[config.mk]
export PLATFORM = sky130hd
export DESIGN_NAME = fifo_wr_gen
export DESIGN_NICKNAME = d
export VERILOG_FILES = /design/src/rtl/fifo_wr_gen.sv
export SDC_FILE = /design/constraint.sdc
export NUM_CORES = 1
export LEC_CHECK = 0
export BUFFER_PORTS_ARGS = -buffer_cell sky130_fd_sc_hd__buf_2
export CORE_UTILIZATION = 56
export CTS_CLUSTER_SIZE = 40
export DETAILED_ROUTE_END_ITERATION = 8
export PLACE_DENSITY = 0.89
export SLEW_MARGIN = 20
export SYNTH_ARGS = -nofsm -noshare
export SYNTH_HDL_FRONTEND = slang
export SYNTH_SLANG_ARGS = --single-unit
[constraint.sdc]
create_clock -name rd_clk -period 2.31 [get_ports rd_clk]
set_input_delay 0.1155 -clock rd_clk [delete_from_list [all_inputs] [get_ports rd_clk]]
set_output_delay 0.1155 -clock rd_clk [all_outputs]
set_load 0.03 [all_outputs]
[src/rtl/fifo_wr_gen.sv]
// Read-domain writer for the return FIFO: when the far side reports the FIFO
// empty, waits a settle period and then fills it with an incrementing byte
// pattern until almost_full marks the last free slot.
`timescale 1ns/1ps
module fifo_wr_gen #(
    parameter logic [7:0]  START_VAL = 8'd1,
    parameter int unsigned DLY       = 10
) (
    input  logic        rd_clk,
    input  logic        rst_n,
    input  logic        empty,
    input  logic        almost_full,
    input  logic        full,
    input  logic        wr_rst_busy,
    output logic        fifo_wr_en,
    output logic [7:0]  fifo_wr_data,
    output logic [15:0] burst_cnt,
    output logic        ovf_err
);

    typedef enum logic [1:0] {
        IDLE  = 2'd0,
        DELAY = 2'd1,
        WRITE = 2'd2
    } state_t;

    // Last counter value of the settle period; DELAY lasts DLY cycles.
    localparam logic [7:0] DLY_LAST = 8'(DLY - 1);

    logic        empty_d0;
    logic        empty_d1;

    state_t      state_q,     state_d;
    logic [7:0]  dly_cnt_q,   dly_cnt_d;
    logic        wr_en_q,     wr_en_d;
    logic [7:0]  wr_data_q,   wr_data_d;
    logic [15:0] burst_cnt_q, burst_cnt_d;
    logic        ovf_err_q,   ovf_err_d;

    // Two-flop synchronizer bringing the far-side empty flag into rd_clk.
    always_ff @(posedge rd_clk or negedge rst_n) begin
        if (!rst_n) begin
            empty_d0 <= 1'b0;
            empty_d1 <= 1'b0;
        end else begin
            empty_d0 <= empty;
            empty_d1 <= empty_d0;
        end
    end

    // Next-state and next-output logic; wr_rst_busy outranks overflow,
    // which outranks the almost_full end-of-burst condition.
    always_comb begin
        state_d     = state_q;
        dly_cnt_d   = dly_cnt_q;
        wr_en_d     = wr_en_q;
        wr_data_d   = wr_data_q;
        burst_cnt_d = burst_cnt_q;
        ovf_err_d   = ovf_err_q;

        case (state_q)
            IDLE: begin
                wr_en_d = 1'b0;
                if (empty_d1 && !wr_rst_busy) begin
                    state_d   = DELAY;
                    dly_cnt_d = 8'd0;
                end
            end

            DELAY: begin
                wr_en_d = 1'b0;
                if (wr_rst_busy) begin
                    state_d = IDLE;
                end else if (dly_cnt_q == DLY_LAST) begin
                    state_d   = WRITE;
                    wr_en_d   = 1'b1;
                    wr_data_d = START_VAL;
                end else begin
                    dly_cnt_d = dly_cnt_q + 8'd1;
                end
            end

            WRITE: begin
                if (wr_rst_busy) begin
                    // Abandon the burst; data holds so the stall is visible.
                    state_d = IDLE;
                    wr_en_d = 1'b0;
                end else if (wr_en_q && full) begin
                    // Write refused by a full FIFO: flag it and give up.
                    state_d   = IDLE;
                    wr_en_d   = 1'b0;
                    ovf_err_d = 1'b1;
                end else if (wr_en_q) begin
                    // Accepted write; almost_full means this was the last slot.
                    wr_data_d = wr_data_q + 8'd1;
                    if (almost_full) begin
                        state_d     = IDLE;
                        wr_en_d     = 1'b0;
                        burst_cnt_d = burst_cnt_q + 16'd1;
                    end
                end
            end

            default: begin
                state_d = IDLE;
                wr_en_d = 1'b0;
            end
        endcase
    end

    // FSM state and registered outputs.
    always_ff @(posedge rd_clk or negedge rst_n) begin
        if (!rst_n) begin
            state_q     <= IDLE;
            dly_cnt_q   <= 8'd0;
            wr_en_q     <= 1'b0;
            wr_data_q   <= START_VAL;
            burst_cnt_q <= 16'd0;
            ovf_err_q   <= 1'b0;
        end else begin
            state_q     <= state_d;
            dly_cnt_q   <= dly_cnt_d;
            wr_en_q     <= wr_en_d;
            wr_data_q   <= wr_data_d;
            burst_cnt_q <= burst_cnt_d;
            ovf_err_q   <= ovf_err_d;
        end
    end

    assign fifo_wr_en   = wr_en_q;
    assign fifo_wr_data = wr_data_q;
    assign burst_cnt    = burst_cnt_q;
    assign ovf_err      = ovf_err_q;

endmodule

# After elaboration in Yosys (flattened, before gate mapping)
# Cells that the tools add are included.
# totals
wordCells	62
register_bits	38
out_inout_bits	26
in_bits	6
# op_classes
muxes	25
reduce_logical	11
n_eq_ne	13
bitwise_logic	2
n_addsub	3
# ops
op	count
8-bit two-way mux	8
8-bit one-hot mux with 2 select lines	2
16-bit by 1-bit adder with 16-bit output, second input constant	1
8-bit by 1-bit adder with 8-bit output, second input constant	2
2-bit two-way mux	7
2-bit != test, second input constant	7
8-bit by 4-bit equality test with 1-bit output, second input constant	1
4-bit != test, second input constant	2
4-bit AND reduction	2
1-bit two-way mux	6
2-bit one-hot mux with 3 select lines	1
6-bit AND reduction	1
5-bit AND reduction	1
2-bit nonzero test	2
3-bit != test, second input constant	1
3-bit AND reduction	1
2-bit by 1-bit equality test with 1-bit output, second input constant	1
2-bit equality test, second input constant	1
1-bit logical AND	2
2-bit logical NOT	1
1-bit NOT	2
1-bit one-hot mux with 2 select lines	1
1-bit logical NOT	1

# Logic depth before layout (Yosys ltp)
# Gate-level depths: netlist (run 1).
# depth
ltp_word	5
ltp_mapped	9
depth_no_buf	6

# Worst setup path before layout (run 1)
# Ideal clock, no wire load.
# synth_timing
kind	register -> register
from	register state_q[1]
to	register dly_cnt_q[4]
synth_period_minus_slack_ns	1.947
path_stages_with_launch	10
setup_time_ns	0.099
slack_ns	0.363
t_arrival_ns	1.848
path_buffers	3
required_ns	2.211
cell_sequence	dfrtp_1 inv_1 ha_1 buf_2 nor2_1 or3_1 clkbuf_1 or2_1 buf_6 o311ai_4
# synth_via
elab_chain_len	3
word_cells_on_any_way	8
classes_between	eq/ne: 4; mux: 1; reduce/logical: 3
# synth_lines
item	line_no	source
start, declared	33	state_t state_q, state_d;
start signal, assigned	121	state_q <= state_d;
2-bit by 1-bit equality test with 1-bit output or 2-bit logical NOT (tied branches)	61	case (state_q)
2-bit != test (no source line) or 2-bit nonzero test (tied branches)	--	
4-bit AND reduction (no source line)	--	
end signal, assigned	122	dly_cnt_q <= dly_cnt_d;
end, declared	34	logic [7:0] dly_cnt_q, dly_cnt_d;
# Several ways; a longest one is shown, not always the timed one.
# A chain may end at the register's enable or synchronous reset.

# Worst setup path after layout (run 1)
# layout_timing
from	register state_q[0]
to	register dly_cnt_q[4]
# The elaborated chain is that of the path after synthesis.

==> results.md, run 1 <==
Layout:
- The cell area after layout is 2390 um^2.
- In the final layout, the share of cells above drive strength 1 is 26.3%.
- The post-synthesis to final-layout area growth is 16.6%.
- The repair_antennas step left the layout with diodes totalling 0.
- Fill cells in the final layout number 250.
- The layout net count is 244.

Placed design:
- The wire-length estimate of the detail-placed layout is 2.90 mm.
- The worst slack after detailed placement is 211 ps.
- Buffers placed on the I/O ports in this run total 31.
- Summing all placed instances gives a cell area of 2260 um^2.
- The global placement routability congestion is 0.830.

Synth:
- The number of different library cells used by synthesis comes to 45.
- Of all flip-flops after synthesis, the portion carrying an async set or reset was 100%.
- The flip-flop and latch count after synthesis is 38.
- The count of yosys warnings during synthesis is 0.
- The mapped netlist covers between 2000 and 2500 um^2.
- The main flop type after synthesis is sky130_fd_sc_hd__dfrtp_1.
- The count of mapped cells out of synthesis is a little under 200.
- Counting every net in the synthesized netlist gives 206.
- A synthesized cell averages 10.6 um^2.
- The register area share after synthesis is 46.5%.
- Yosys mapped a number of flops with a built-in enable equal to 0.

Route:
- For this block, the initial DRC count from the detailed router was 112.
- The routed length per instance is around 15 um.
- The via density per instance is 5.84.
- The aggregate routed wire length is 4.06 mm.
- The first TritonRoute pass finished after 4 iterations.
- The final routed DRC violation total is 0.
- The remaining number of nets flagged by the antenna check after routing is 0.
- The final route contains roughly 1.6k vias.

Power:
- The leakage power figure is 1.11 nW.
- For this design the ratio of total power to cell area is between 800 and 900 nW/um^2.
- The internal portion of the total power is ~1.3 mW.
- The share of power burned in combinational logic is 28.4%.
- Sequential cells burn about 43% of the power.
- The worst-case vdd ir drop is 469 uV.
- The analysis attributes to net switching a power of 0.661 mW.
- The clock share of power is 28.6%.
- Net switching is 33.1% of the power.
- The total power after layout is 1.99 mW.

Critical path:
- The critical path goes through inv_1 > ha_1 > nor2b_1 > or3_1 > or2_1 > o311ai_4.
- The worst setup path is captured at a register.
- The worst endpoint required time is 2560 ps.
- On the critical path, the stage with the largest delay is an instance of sky130_fd_sc_hd__or3_1.
- The peak fanout along the critical path is 9.
- The signal arrival time at the worst endpoint is 2380 ps.
- The maximum single-stage delay on the critical path is 450 ps.
- The critical path class is reg -> reg.
- The startpoint type of the worst setup path is a register.

Timing:
- The worst slew margin relative to its limit is between 40 and 50%.
- For the final database, setup skew stands at around 14 ps.
- After layout, the worst path uses just over 90% of the clock period.
- Setup violations remaining at the end of the flow were counted as 0.
- The final worst-path setup slack is between 150 and 200 ps.
- The measured slew at the worst slew-check pin is roughly 830 ps.
- Derived from the worst setup path, the maximum achievable clock frequency is about 470 MHz.
- The smallest hold slack is 55.2 ps.
- For the finished layout, the period the worst path requires is 2130 ps.
- The count of final hold-check violations was 0.
- The number of slew-limit violations in the final report is 0.
- Setup total negative slack on the finished layout was measured at 0 ps.
- Setup repair after global routing left no endpoint under its margin.

Floorplanning:
- The width of the chip is 62.4 um.
- In this run the standard cell core region covers between 3000 and 4000 um^2.
- The number of rows in the core area is 21.
- The area of the die is slightly below 4000 um^2.
- The starting utilization of the core area is 59.9%.
- The total I/O pin count is 32.
- In this run the vertical extent of the chip is 62.4 um.

Job:
- The max capacitance violation total is 0.

Global route:
- The via count of the first global-routing pass is 1544.
- The global-route congestion overflow total is 0.
- Across every metal layer, demand over resource in global routing totals between 20% and 30%.
- Entering global routing, the biggest net connects 39 pins.
- The initial antenna violation count is 0.
- The global-route wire length before repair is 7.29 mm.

Run status:
- The run finished with clean final reports.

CTS:
- The H-tree generated during clock tree synthesis spans 2 levels.
- The count of cells resized by post-cts repair is 0.
- The cell at the root of the clock tree is sky130_fd_sc_hd__clkbuf_4.
- The number of sinks on the clock net is 38.
- The post-CTS repair timing setup buffer count is 0.
- The number of clock buffers added by TritonCTS is 5.
- The clock tree buffer depth is 2.
- Clock-pin slew was measured on the worst setup and hold paths at around 130 ps.
- The clock latency on the worst-skew pair is 350 ps.
- TritonCTS built the clock tree.

Hold path:
- In this run the worst hold path is classified as in -> reg.
==> routing by layer <==
metal | routed length, um | up-vias | track usage, %
met5 | 0 | - | 0
met4 | 53 | 0 | 8.14
met2 | 1950 | 49 | 36.7
met1 | 1880 | 786 | 33.8
li1 | - | 783 | -
met3 | 175 | 6 | 6.75
==> synth_stat cells (2+ instances only) <==
cell	instances	area [um^2]
sky130_fd_sc_hd__nor3_1	2	10.0
sky130_fd_sc_hd__xnor2_1	11	96.3
sky130_fd_sc_hd__and3_1	10	62.6
sky130_fd_sc_hd__o221ai_2	4	60.1
sky130_fd_sc_hd__o21ai_0	12	60.1
sky130_fd_sc_hd__nand3_1	11	55.1
sky130_fd_sc_hd__a21oi_1	3	15.0
sky130_fd_sc_hd__dfrtp_1	37	926
sky130_fd_sc_hd__nand2b_1	7	43.8
sky130_fd_sc_hd__inv_1	6	22.5
sky130_fd_sc_hd__nand4_1	5	31.3
sky130_fd_sc_hd__clkbuf_1	4	15.0
sky130_fd_sc_hd__buf_2	2	10.0
sky130_fd_sc_hd__a31oi_1	8	50.1
sky130_fd_sc_hd__nand2_1	15	56.3
sky130_fd_sc_hd__or3_1	3	18.8
sky130_fd_sc_hd__ha_1	7	87.6
sky130_fd_sc_hd__mux2_2	2	22.5
sky130_fd_sc_hd__nor4_1	4	25.0
sky130_fd_sc_hd__nand3b_1	4	30.0
sky130_fd_sc_hd__nor2_1	7	26.3
sky130_fd_sc_hd__nor2b_1	2	12.5
sky130_fd_sc_hd__o21a_1	2	15.0
sky130_fd_sc_hd__xor2_1	4	35.0
==> path summary, 6_finish.rpt <==
kind | start | to | slack (ps) | depth (start not counted)
worst max-delay path | state_q[0] | dly_cnt_q[4] | 180 | 6
worst min-delay path | full | ovf_err | 60 | 2
worst max register to register | state_q[0] | dly_cnt_q[4] | 180 | 6
worst min register to register | empty_d0 | empty_d1 | 360 | 0
max in group asynchronous | rst_n | fifo_wr_data[4] | 1400 | 2
min in group asynchronous | rst_n | burst_cnt[8] | 390 | 2
==> final cells by class <==
class	count	area, um^2	share of cell area, %
repair buffers	38	213	8.91
well taps	46	57.6	2.41
multi-input cells	142	1030	43.4
clock inverters	3	68.8	2.88
clock buffers	5	37.5	1.57
flip-flops and latches	38	952	39.9
inverters	6	22.5	0.944
==> power by group through the flow <==
| stage | sequential (mW) | clock [mW] | combinational (mW) |
|---|---|---|---|
| finish | 0.856 | 0.570 | 0.567 |
| global route | 0.872 | 0.612 | 0.644 |
| CTS | 0.852 | 0.578 | 0.572 |
| detailed placement | 0.864 | 0 | 0.569 |
| global placement | 0.861 | 0 | 0.544 |
| floorplan | 0.821 | 0 | 0.497 |
==> through the flow <==
stage,util (%),instances
after CTS,69.9,278
after global routing,69.9,278
after global placement,66.2,268
after detailed placement,66.2,268
final,69.9,278
after floorplan,-,193
==> critical path: cells and delay by family (launching register included) <==
kind / cells / cell delay (ps)
AO/OA/AOI/OAI: 1 / 320
adder cells (fa/ha/maj): 1 / 230
buffers and inverters: 1 / 70
flip-flops: 1 / 390
AND/OR/NAND/NOR: 3 / 1010
==> cell families (layout without fill, tap and decap cells) <==
kind of cell	after synthesis	in the layout	share of synthesized area (%)
adders and majority gates	7	7	4.28
AOI/OAI and AO/OA	38	38	15.3
buffers and inverters	13	52	2.87
DFF	38	38	46.5
xor gates and xnor gates	15	15	6.42
and+or+nand+nor	80	80	23.5
muxes	2	2	1.10
==> repair_timing <==
item / CTS / global route
hold buffers: 2 / 0
setup endpoints to repair: 0 / 0
hold endpoints to repair: 38 / 0
==> flip-flops by register name (all words and copies together), names as in the netlist <==
name          flops
fifo_wr_data      8
empty_d1          1
state_q           2
dly_cnt_q         8
ovf_err           1
burst_cnt        16
fifo_wr_en        1
empty_d0          1
==> layout by cell type (no fill, tap or decap), types with 2 or more instances in the layout <==
cell,n
sky130_fd_sc_hd__dfrtp_1,37
sky130_fd_sc_hd__buf_2,31
sky130_fd_sc_hd__nand2_1,15
sky130_fd_sc_hd__o21ai_0,12
sky130_fd_sc_hd__nand3_1,11
sky130_fd_sc_hd__xnor2_1,11
sky130_fd_sc_hd__and3_1,10
sky130_fd_sc_hd__a31oi_1,8
sky130_fd_sc_hd__nand2b_1,7
sky130_fd_sc_hd__nor2_1,7
sky130_fd_sc_hd__ha_1,7
sky130_fd_sc_hd__inv_1,6
sky130_fd_sc_hd__nand4_1,5
sky130_fd_sc_hd__clkbuf_4,5
sky130_fd_sc_hd__buf_4,5
sky130_fd_sc_hd__nor4_1,4
sky130_fd_sc_hd__nand3b_1,4
sky130_fd_sc_hd__o221ai_2,4
sky130_fd_sc_hd__xor2_1,4
sky130_fd_sc_hd__or3_1,3
sky130_fd_sc_hd__a21oi_1,3
sky130_fd_sc_hd__o21a_1,2
sky130_fd_sc_hd__nor2b_1,2
sky130_fd_sc_hd__nor3_1,2
sky130_fd_sc_hd__mux2_2,2
sky130_fd_sc_hd__bufinv_16,2
sky130_fd_sc_hd__dlygate4sd3_1,2
Power figures use the tool's default switching activity.
==> run 2, diff against run 1 <==
Settings changed: CORE_MARGIN from default to 5.
==> run 2 against run 1 <==
Fmax increased by 3.2%. Combinational power about the same. Sequential power about the same. Highest routed layer unchanged. First-iteration DRC count increased by 13%. Clock skew decreased by 5.1 ps. Global-route usage decreased by 5.7 points. Critical endpoint unchanged. Worst setup slack improved by 66 ps. Die area increased by 27%. Register-to-register slack improved by 70 ps.
==> results.md, run 2 (synthesis results as in run 1) <==
Run status:
- Result of the run: completed (unchanged).

Timing:
- The count of endpoints failing setup in the final report is 0 (unchanged).
- The final critical delay including setup and external delays came to 2060 ps (was 2130 ps).
- The final clock period utilization by the worst path is 89.2% (was 92.0%).
- RSZ-0062 raised after global routing: no (unchanged).
- The worst slew margin relative to its limit was 45.1% (was 44.9%).
- The highest attainable clock frequency is 486 MHz (was 470 MHz).
- The measured slew at the worst slew-check pin was 823 ps (was 827 ps).
- The setup TNS came to 0 ps (unchanged).
- The clock skew after layout came to 8.82 ps (was 13.9 ps).
- The number of slew-limit violations in the final report was 0 (unchanged).
- The count of final hold-check violations is 0 (unchanged).
- The smallest hold slack was 116 ps (was 55.2 ps).

Critical path:
- The critical path capture point type is a register (unchanged).
- The worst endpoint required time was 2510 ps (was 2560 ps).
- The signal arrival time at the worst endpoint is 2260 ps (was 2380 ps).
- The startpoint type of the worst setup path is a register (unchanged).
- The maximum single-stage delay on the critical path came to 440 ps (was 450 ps).
- Worst-path cell chain: inv_1 > ha_1 > nor2b_1 > or3_1 > or2_1 > o311ai_4 (unchanged).
- The largest delay contributor family on the critical path is simple AND/OR/NAND/NOR gates (unchanged).
- The critical path class is reg -> reg (unchanged).
- The slowest library cell on the worst path is sky130_fd_sc_hd__or3_1 (unchanged).
- The critical path buffer and inverter count is 1 (unchanged).
- The peak fanout along the critical path is 9 (unchanged).

CTS:
- The number of buffers inserted by hold repair at cts is 2 (unchanged).
- The number of H-tree levels came to 2 (unchanged).
- The cell at the root of the clock tree is sky130_fd_sc_hd__clkbuf_8 (was sky130_fd_sc_hd__clkbuf_4).
- The clock tree buffer depth is 2 (unchanged).
- The post-CTS repair timing setup buffer count is 0 (unchanged).
- The number of sinks on the clock net is 38 (unchanged).
- The CTS clock-pin slew for the worst setup and hold paths is 80 ps (was 130 ps).
- The CTS buffer count is 5 (unchanged).
- The count of cells resized by post-cts repair is 0 (unchanged).
- The clock latency on the worst-skew pair came to 290 ps (was 350 ps).
- The clock tree from TritonCTS was yes (unchanged).

Global route:
- The initial antenna violation count is 0 (unchanged).
- The pin count of the biggest net entering global routing came to 39 (unchanged).
- The global-route congestion overflow total was 0 (unchanged).
- The total track usage was 18.6% (was 24.3%).
- The via count of the first global-routing pass is 1563 (was 1544).
- The global-route wire length before repair is 7.29 mm (unchanged).

Layout:
- The layout net count is 245 (was 244).
- Highest-count cells in the layout ignoring fill and taps: sky130_fd_sc_hd__dfrtp_1 (37), sky130_fd_sc_hd__buf_2 (31), sky130_fd_sc_hd__nand2_1 (15) (unchanged).
- The flip-flop count of the largest register, all copies and words added is 16 (unchanged).
- The fraction of final layout cells sized beyond drive strength 1 is 26.6% (was 26.3%).
- The fill cell instance count of the final layout is 297 (was 250).
- The antenna cell count is 0 (unchanged).
- The most common cell after layout, fill and taps aside is sky130_fd_sc_hd__dfrtp_1 (unchanged).
- The post-synthesis to final-layout area growth came to 18.9% (was 16.6%).
- The final instance count without filler cells is 281 (was 278).

Hold path:
- The class of the most critical hold timing path is in -> reg (unchanged).

Power:
- The worst-case vdd ir drop is 526 uV (was 469 uV).
- The power density over cell area is 867 nW/um^2 (was 835 nW/um^2).
- The total power after layout is 2.11 mW (was 1.99 mW).
- The leakage power figure is 1.13 nW (was 1.11 nW).

Floorplanning:
- The area of the die is 4960 um^2 (was 3900 um^2).
- The core outline area is 3610 um^2 (was 3420 um^2).
- The die span in y is 70.4 um (was 62.4 um).
- The total I/O pin count came to 32 (unchanged).
- The starting utilization of the core area is 56.7% (was 59.9%).
- The number of rows in the core area is 22 (was 21).
- The width of the chip came to 70.4 um (was 62.4 um).

Route:
- The via density per instance was 5.92 (was 5.84).
- The aggregate routed wire length is 4.34 mm (was 4.06 mm).
- The number of vias after detailed routing is 1664 (was 1624).
- The routed length per instance was 15.4 um (was 14.6 um).
- The remaining number of nets flagged by the antenna check after routing is 0 (unchanged).
- The number of DRC violations after detailed-routing iteration 0 is 126 (was 112).
- The final routed DRC violation total is 0 (unchanged).
- The detailed-routing iteration count for the pre-antenna-repair pass came to 5 (was 4).

Placed design:
- The count of buffers inserted at the top-level ports came to 31 (unchanged).
- The placed wire-length estimate after detailed placement is 3.07 mm (was 2.90 mm).
- The cell total after placement is 271 (was 268).
- The global placement routability congestion is 0.786 (was 0.830).

Job:
- The max capacitance violation total is 0 (unchanged).
run 2: cell type report:
type | instances | area [um^2] | area share, %
tap | 48 | 60.1 | 2.47
sequential | 38 | 952 | 39.1
clock buffer | 6 | 82.6 | 3.40
timing repair buffer | 39 | 220 | 9.05
clock inverter | 2 | 60.1 | 2.47
inverter | 6 | 22.5 | 0.926
multi-input combinational | 142 | 1030 | 42.5
run 2: path summary, 6_finish.rpt:
kind | cells after the start | slack, ps | startpoint | end
hold reg to reg | 0 | 360 | empty_d0 | empty_d1
max in group asynchronous | 2 | 1320 | rst_n | dly_cnt_q[1]
min in group asynchronous | 2 | 460 | rst_n | fifo_wr_data[4]
setup reg to reg | 6 | 250 | state_q[0] | dly_cnt_q[4]
hold / removal | 2 | 120 | full | ovf_err
setup / recovery | 6 | 250 | state_q[0] | dly_cnt_q[4]
run 2: where the power goes:
group          total, mW  leakage, nW  internal, mW  switching [mW]
Combinational      0.565        0.568         0.249           0.316
Sequential         0.854        0.496         0.746           0.108
Clock              0.690       0.0714         0.461           0.230
run 2: layer usage:
layer	track usage, %	share of wire, %
met4	10.9	3.5
met1	23.3	44
met5	0	0
met2	28.8	48
met3	4.60	4.1
run 2: through the flow:
| step | util (%) | setup slack (ps) | cell area, um^2 |
|---|---|---|---|
| global route | 67.5 | 141 | 2430 |
| CTS | 67.5 | 241 | 2430 |
| floorplan | - | 363 | 2050 |
| finish | 67.5 | 250 | 2430 |
| detailed placement | 62.9 | 252 | 2270 |
| global placement | 62.9 | 324 | 2270 |
